## src/rtl/traffic_pkg.sv

```systemverilog
// rtl/traffic_pkg.sv - shared types, defaults and round-robin helper for the phase controller
package traffic_pkg;

  typedef enum logic [1:0] {ALLRED, GREEN, YELLOW, FLASH} state_t;

  localparam int MAX_PHASES    = 8;
  localparam int PHASE_W_MAX   = $clog2(MAX_PHASES);

  localparam int DEF_GREEN_CYC  = 30000000;
  localparam int DEF_YELLOW_CYC = 5000000;
  localparam int DEF_ALLRED_CYC = 2000000;
  localparam int DEF_FLASH_CYC  = 10000000;

  // First pending index after base (wrapping, base itself checked last); -1 if none.
  function automatic int next_pending_phase(input logic [MAX_PHASES-1:0] pend,
                                            input int base, input int n);
    int idx;
    next_pending_phase = -1;
    for (int i = MAX_PHASES; i >= 1; i--) begin
      if (i <= n) begin
        idx = (base + i) % n;
        if (pend[PHASE_W_MAX'(idx)]) next_pending_phase = idx;
      end
    end
  endfunction

endpackage

```

## src/rtl/interval_timer.sv

```systemverilog
// rtl/interval_timer.sv - loadable down-counter that parks at zero
module interval_timer #(
  parameter int               CNT_W     = 32,
  parameter logic [CNT_W-1:0] RESET_VAL = '0
) (
  input  logic             clk,
  input  logic             reset,
  input  logic             load,
  input  logic [CNT_W-1:0] load_val,
  output logic             zero
);

  logic [CNT_W-1:0] cnt;

  always_ff @(posedge clk) begin
    if (reset)           cnt <= RESET_VAL;
    else if (load)       cnt <= load_val;
    else if (cnt != '0)  cnt <= cnt - 1'b1;
  end

  assign zero = (cnt == '0);

endmodule

```

## src/rtl/traffic_phase_ctrl.sv

```systemverilog
// rtl/traffic_phase_ctrl.sv - multi-phase round-robin signal controller with all-red clearance and flash mode
module traffic_phase_ctrl
  import traffic_pkg::*;
#(
  parameter int NUM_PHASES = 2,
  parameter int GREEN_CYC  = DEF_GREEN_CYC,
  parameter int YELLOW_CYC = DEF_YELLOW_CYC,
  parameter int ALLRED_CYC = DEF_ALLRED_CYC,
  parameter int FLASH_CYC  = DEF_FLASH_CYC,
  parameter int CNT_W      = 32,
  localparam int PW        = $clog2(NUM_PHASES)
) (
  input  logic                  clk,
  input  logic                  reset,
  input  logic [NUM_PHASES-1:0] req,
  input  logic                  flash_mode,
  output logic [NUM_PHASES-1:0] red,
  output logic [NUM_PHASES-1:0] yellow,
  output logic [NUM_PHASES-1:0] green,
  output logic [PW-1:0]         active_phase,
  output logic                  phase_start,
  output logic                  in_flash
);

  state_t                  state, nstate;
  logic [NUM_PHASES-1:0]   pending, sel;
  logic                    tog, fresh;
  logic                    tload, tzero, enter_green, pulse, tog_flip, other_pending;
  logic [CNT_W-1:0]        tval;
  logic [PW-1:0]           gphase;
  logic [MAX_PHASES-1:0]   pend_ext;
  int                      nxt;

  interval_timer #(.CNT_W(CNT_W), .RESET_VAL(CNT_W'(ALLRED_CYC - 1))) u_timer (
    .clk      (clk),
    .reset    (reset),
    .load     (tload),
    .load_val (tval),
    .zero     (tzero)
  );

  assign sel           = NUM_PHASES'(1) << active_phase;
  assign other_pending = |(pending & ~sel);
  assign pend_ext      = MAX_PHASES'(pending);
  // Straight after reset the scan starts from the top so phase 0 is served first.
  assign nxt = next_pending_phase(pend_ext, fresh ? NUM_PHASES - 1 : int'(active_phase), NUM_PHASES);

  always_comb begin
    nstate      = state;
    tload       = 1'b0;
    tval        = '0;
    enter_green = 1'b0;
    gphase      = active_phase;
    pulse       = 1'b0;
    tog_flip    = 1'b0;
    case (state)
      ALLRED: if (tzero) begin
        tload = 1'b1;
        if (flash_mode) begin
          nstate = FLASH;
          tval   = CNT_W'(FLASH_CYC - 1);
        end else begin
          nstate      = GREEN;
          tval        = CNT_W'(GREEN_CYC - 1);
          enter_green = 1'b1;
          if (nxt >= 0) begin
            gphase = PW'(nxt);
            pulse  = 1'b1;
          end
        end
      end
      GREEN: if (flash_mode || (tzero && other_pending)) begin
        nstate = YELLOW;
        tload  = 1'b1;
        tval   = CNT_W'(YELLOW_CYC - 1);
      end
      YELLOW: if (tzero) begin
        nstate = ALLRED;
        tload  = 1'b1;
        tval   = CNT_W'(ALLRED_CYC - 1);
      end
      FLASH: begin
        if (!flash_mode) begin
          nstate = ALLRED;
          tload  = 1'b1;
          tval   = CNT_W'(ALLRED_CYC - 1);
        end else if (tzero) begin
          tload    = 1'b1;
          tval     = CNT_W'(FLASH_CYC - 1);
          tog_flip = 1'b1;
        end
      end
      default: ;
    endcase
  end

  always_ff @(posedge clk) begin
    if (reset) begin
      state        <= ALLRED;
      active_phase <= '0;
      pending      <= '1;
      tog          <= 1'b1;
      fresh        <= 1'b1;
      phase_start  <= 1'b0;
    end else begin
      state        <= nstate;
      active_phase <= gphase;
      phase_start  <= pulse;
      // Clear beats a same-cycle request so demand must reappear after green entry.
      pending      <= (pending | req) & ~(enter_green ? (NUM_PHASES'(1) << gphase) : '0);
      if (nstate == FLASH && state != FLASH) tog <= 1'b1;
      else if (tog_flip)                     tog <= ~tog;
      if (enter_green) fresh <= 1'b0;
    end
  end

  always_comb begin
    red    = '1;
    yellow = '0;
    green  = '0;
    case (state)
      GREEN:  begin green  = sel; red = ~sel; end
      YELLOW: begin yellow = sel; red = ~sel; end
      FLASH:  red = {NUM_PHASES{tog}};
      default: ;
    endcase
  end

  assign in_flash = (state == FLASH);

endmodule

```

## config.mk

```make
export PLATFORM = sky130hd
export DESIGN_NAME = traffic_phase_ctrl
export DESIGN_NICKNAME = d
export VERILOG_FILES = /design/src/rtl/traffic_pkg.sv /design/src/rtl/interval_timer.sv /design/src/rtl/traffic_phase_ctrl.sv
export SDC_FILE = /design/constraint.sdc
export NUM_CORES = 1
export LEC_CHECK = 0
export CORE_MARGIN = 4
export CORE_UTILIZATION = 30
export CTS_BUF_LIST = sky130_fd_sc_hd__clkbuf_8 sky130_fd_sc_hd__clkbuf_16
export CTS_CLUSTER_SIZE = 24
export DETAILED_ROUTE_END_ITERATION = 10
export MAX_ROUTING_LAYER = met4
export PLACE_DENSITY = 0.59
export SETUP_SLACK_MARGIN = 0.4
export SLEW_MARGIN = 20
export SYNTH_ARGS = -nofsm -noshare
export SYNTH_HDL_FRONTEND = slang
export SYNTH_SLANG_ARGS = --single-unit
```

## constraint.sdc

```tcl
create_clock -name clk -period 2.45 [get_ports clk]
set_clock_uncertainty 0.2 [all_clocks]
set_input_delay 0.6125 -clock clk [delete_from_list [all_inputs] [get_ports clk]]
set_output_delay 0.6125 -clock clk [all_outputs]
set_load 0.02 [all_outputs]
```

==> flow_summary.yaml <==
outcome:
  outcome: "complete, but fails checks"
  violations: "setup timing"
die:
  die_x_um: 95.82
  start_util: 0.3139
  coreArea_um2: 7370
  die_y_um: 95.82
  num_rows: 31
  dieArea_um2: 9181
  ios: 14
setup_path:
  reg2reg_from: "u_timer.cnt[16]"
  crit_family: "compound AO/OA/AOI/OAI gates"
  path_cells: "nor4_4 > buf_4 > nand4_1 > buf_6 > o31ai_4 > o211ai_4 > buf_6 > a211o_1"
  path_common_cell: "buf_6"
  arrival_ps: 2460
  startpoint: "u_timer.cnt[16]"
  path_max_fanout: 7
  cp_num_buf_inv: 3
  required_ps: 2450
  max_stage_delay_ps: 380
  cpMaxStageDelayCell: "nor4_4"
  timing.rr.end: "u_timer.cnt[10]"
  critPathLaunchType: "flip-flop"
  crit_path_end_kind: "flip-flop"
  rrSetupSlack_ps: -10
  reg2reg_depth: 8
  critical_path_class: "flip-flop to flip-flop"
sta:
  hold_ws_ps: 259.6
  max_freq_ghz: 0.4065
  setup_slack_ps: -10.26
  maxSlewViolCount: 0
  setup_viol: 2
  rsz0062_at_grt: "yes"
  maxSlewHeadroom: 0.6538
  tightest_slew_ps: 517.4
  period_minus_slack_ps: 2460
  min_period_over_period: 1.004
  finalHoldViolCount: 0
drt:
  drtIter0Drc: 119
  drc_errors: 0
  wire_per_inst_um: 16.02
  num_vias: 2524
  final_antenna_net_count: 0
  vias_per_cell: 5.237
  drt-total-wl_um: 7721
  first_pass_iters: 4
placed_design:
  io_buffers: 13
  post-dp-hpwl_um: 5454
  place_area_um2: 3169
  placedCellCount: 449
  gp_congestion: 0.8665
synth:
  synth_adder_area_share: 0.02704
  yosys.area_share.simple: 0.3018
  synth_compound_area_frac: 0.1931
  synth_edf_count: 0
  synth_warnings: 0
  ys_seq_area_frac: 0.3461
  synth_top_area_frac: 0.3461
  synth_ff_type: "dfxtp_1"
  synthCells: 282
  synth_mux_area_frac: 0.004327
  syn_area_per_cell_um2: 8.204
  synth_nets: 292
  synth_top_area_cell: "dfxtp_1"
  synthTopCellsByArea: "dfxtp_1, xnor2_1, xor2_1"
  ys_types: 51
  ys_ff_latch: 40
  synth_top_family_by_area: "simple AND/OR/NAND/NOR gates"
  syn-cell-area_um2: 2313
  synth-async-reset-ratio: 0
  synth_xor_area_frac: 0.09843
clock_network:
  worstSkewPairLatency_ps: 300
  cts_tree: "yes"
  h-tree-depth: 2
  path_clk_slew_ps: 90
  cts_buffer_depth: 2
  hold_buffers: 0
  cts_buffers: 5
  cts_root_buf: "clkbuf_8"
  cts.sink_count: 40
pwr:
  irDropWorstVdd_mv: 0.3513
  design_power_total_w: 0.001301
  cellLeakagePower_nw: 1.448
  power_density_nw_per_um2: 335.2
global_routing:
  grt_pass1_wl_um: 12420
  grt-ovfl-total: 0
  grt_max_degree: 15
  grt_use_total: 0.1826
  first_global_vias: 2490
  antenna_found_initial: 0
cells_and_area:
  fillers: 665
  diodes: 0
  syn2layout_area_growth_pct: 67.82
  design_area_um2: 3882
  final_nets: 392
  final_cell_mix: "buf_4, dfxtp_1, nor2_1, nand2_1, buf_6"
  drive_gt1_frac: 0.5091
  utilization: 0.5268
  layout.cells.non_filler: 482
  layout_commonest_cell: "buf_4"
min_path:
  hp-class: "flip-flop to flip-flop"
  holdPathEnd: "fresh"
  min_from: "fresh"
  min_path_cells: 2
run:
  maxCapViolations: 0
## worst register-to-register path: stages, from the launching register on
cell and delay, ps:
dfxtp_2 340, nor4_4 380, buf_4 180, nand4_1 90, buf_6 170, o31ai_4 350
o211ai_4 220, buf_6 180, a211o_1 240
## repair_timing
| item | in CTS | in global routing |
|---|---|---|
| resized for setup | 88 | 51 |
| cloned | 0 | 1 |
| setup endpoints to repair | 49 | 47 |
| setup buffers | 18 | 6 |
| pin swaps | 26 | 33 |
## cells in the mapped netlist, drive strengths merged, types with 4 or more instances
| master | n |
|---|---|
| nor3 | 15 |
| o21ai | 17 |
| and2 | 6 |
| dfxtp | 40 |
| nor2 | 27 |
| nor2b | 4 |
| xnor2 | 13 |
| xor2 | 13 |
| a211oi | 5 |
| nor4 | 14 |
| buf | 4 |
| nand2 | 30 |
| nand3 | 8 |
| o31ai | 5 |
| a21oi | 13 |
| nand4 | 7 |
| ha | 5 |
| or4 | 4 |
| inv | 8 |
## registers in the layout, indices dropped and copies added (netlist names)
signal and flops:
u_timer.cnt 32, pending 2, state 2, active_phase 1, fresh 1, phase_start 1
tog 1
## cell families (layout without fill, tap and decap cells)
group	count (synthesis)	count (layout)
mux	1	1
xor+xnor	26	26
fa+ha+maj	5	5
buf+inv	15	115
compound gates	63	63
flops	40	40
simple gates	132	133
## power by group
part / internal, W / total [W] / switching (W)
Sequential: 0.000654 / 0.000658 / 0.00000368
Combinational: 0.0000414 / 0.0000846 / 0.0000432
Clock: 0.000307 / 0.000559 / 0.000252
Total: 0.00100 / 0.00130 / 0.000299
## routing by layer
layer,global-route usage,part of all wire,vias to the layer above
met4,0.08294,0.029,0
met1,0.2344,0.47,1229
met2,0.2768,0.48,40
met3,0.03597,0.026,19
li1,-,-,1236
met5,-,0,-
## final cells by class
cell class	instances	area (µm²)	share of cell area
clock inverters	3	47.55	0.01225
multi-input cells	228	1978	0.5095
clock buffers	5	68.82	0.01772
inverters	8	30.03	0.007734
flip-flops and latches	40	810.8	0.2088
repair buffers	99	823.3	0.2121
well taps	99	123.9	0.03190
## per-stage QoR
step,worst slack [ps],setup TNS [ps]
2_1_floorplan,24.59,0
3_3_place_gp,-148.4,-1879
3_5_place_dp,-199.7,-2341
4_1_cts,-17.39,-37.30
5_1_grt,-136.3,-2009
6_report,-10.26,-11.15
## worst max-delay path by stage
stage / endpoint / depth (start not counted) / slack (ps)
after floorplan: tog / 7 / 20
after global placement: u_timer.cnt[27] / 7 / -150
after detailed placement: u_timer.cnt[19] / 6 / -200
after CTS: u_timer.cnt[18] / 8 / -20
after global routing: tog / 8 / -140
final: u_timer.cnt[10] / 8 / -10
Power figures use the tool's default switching activity.
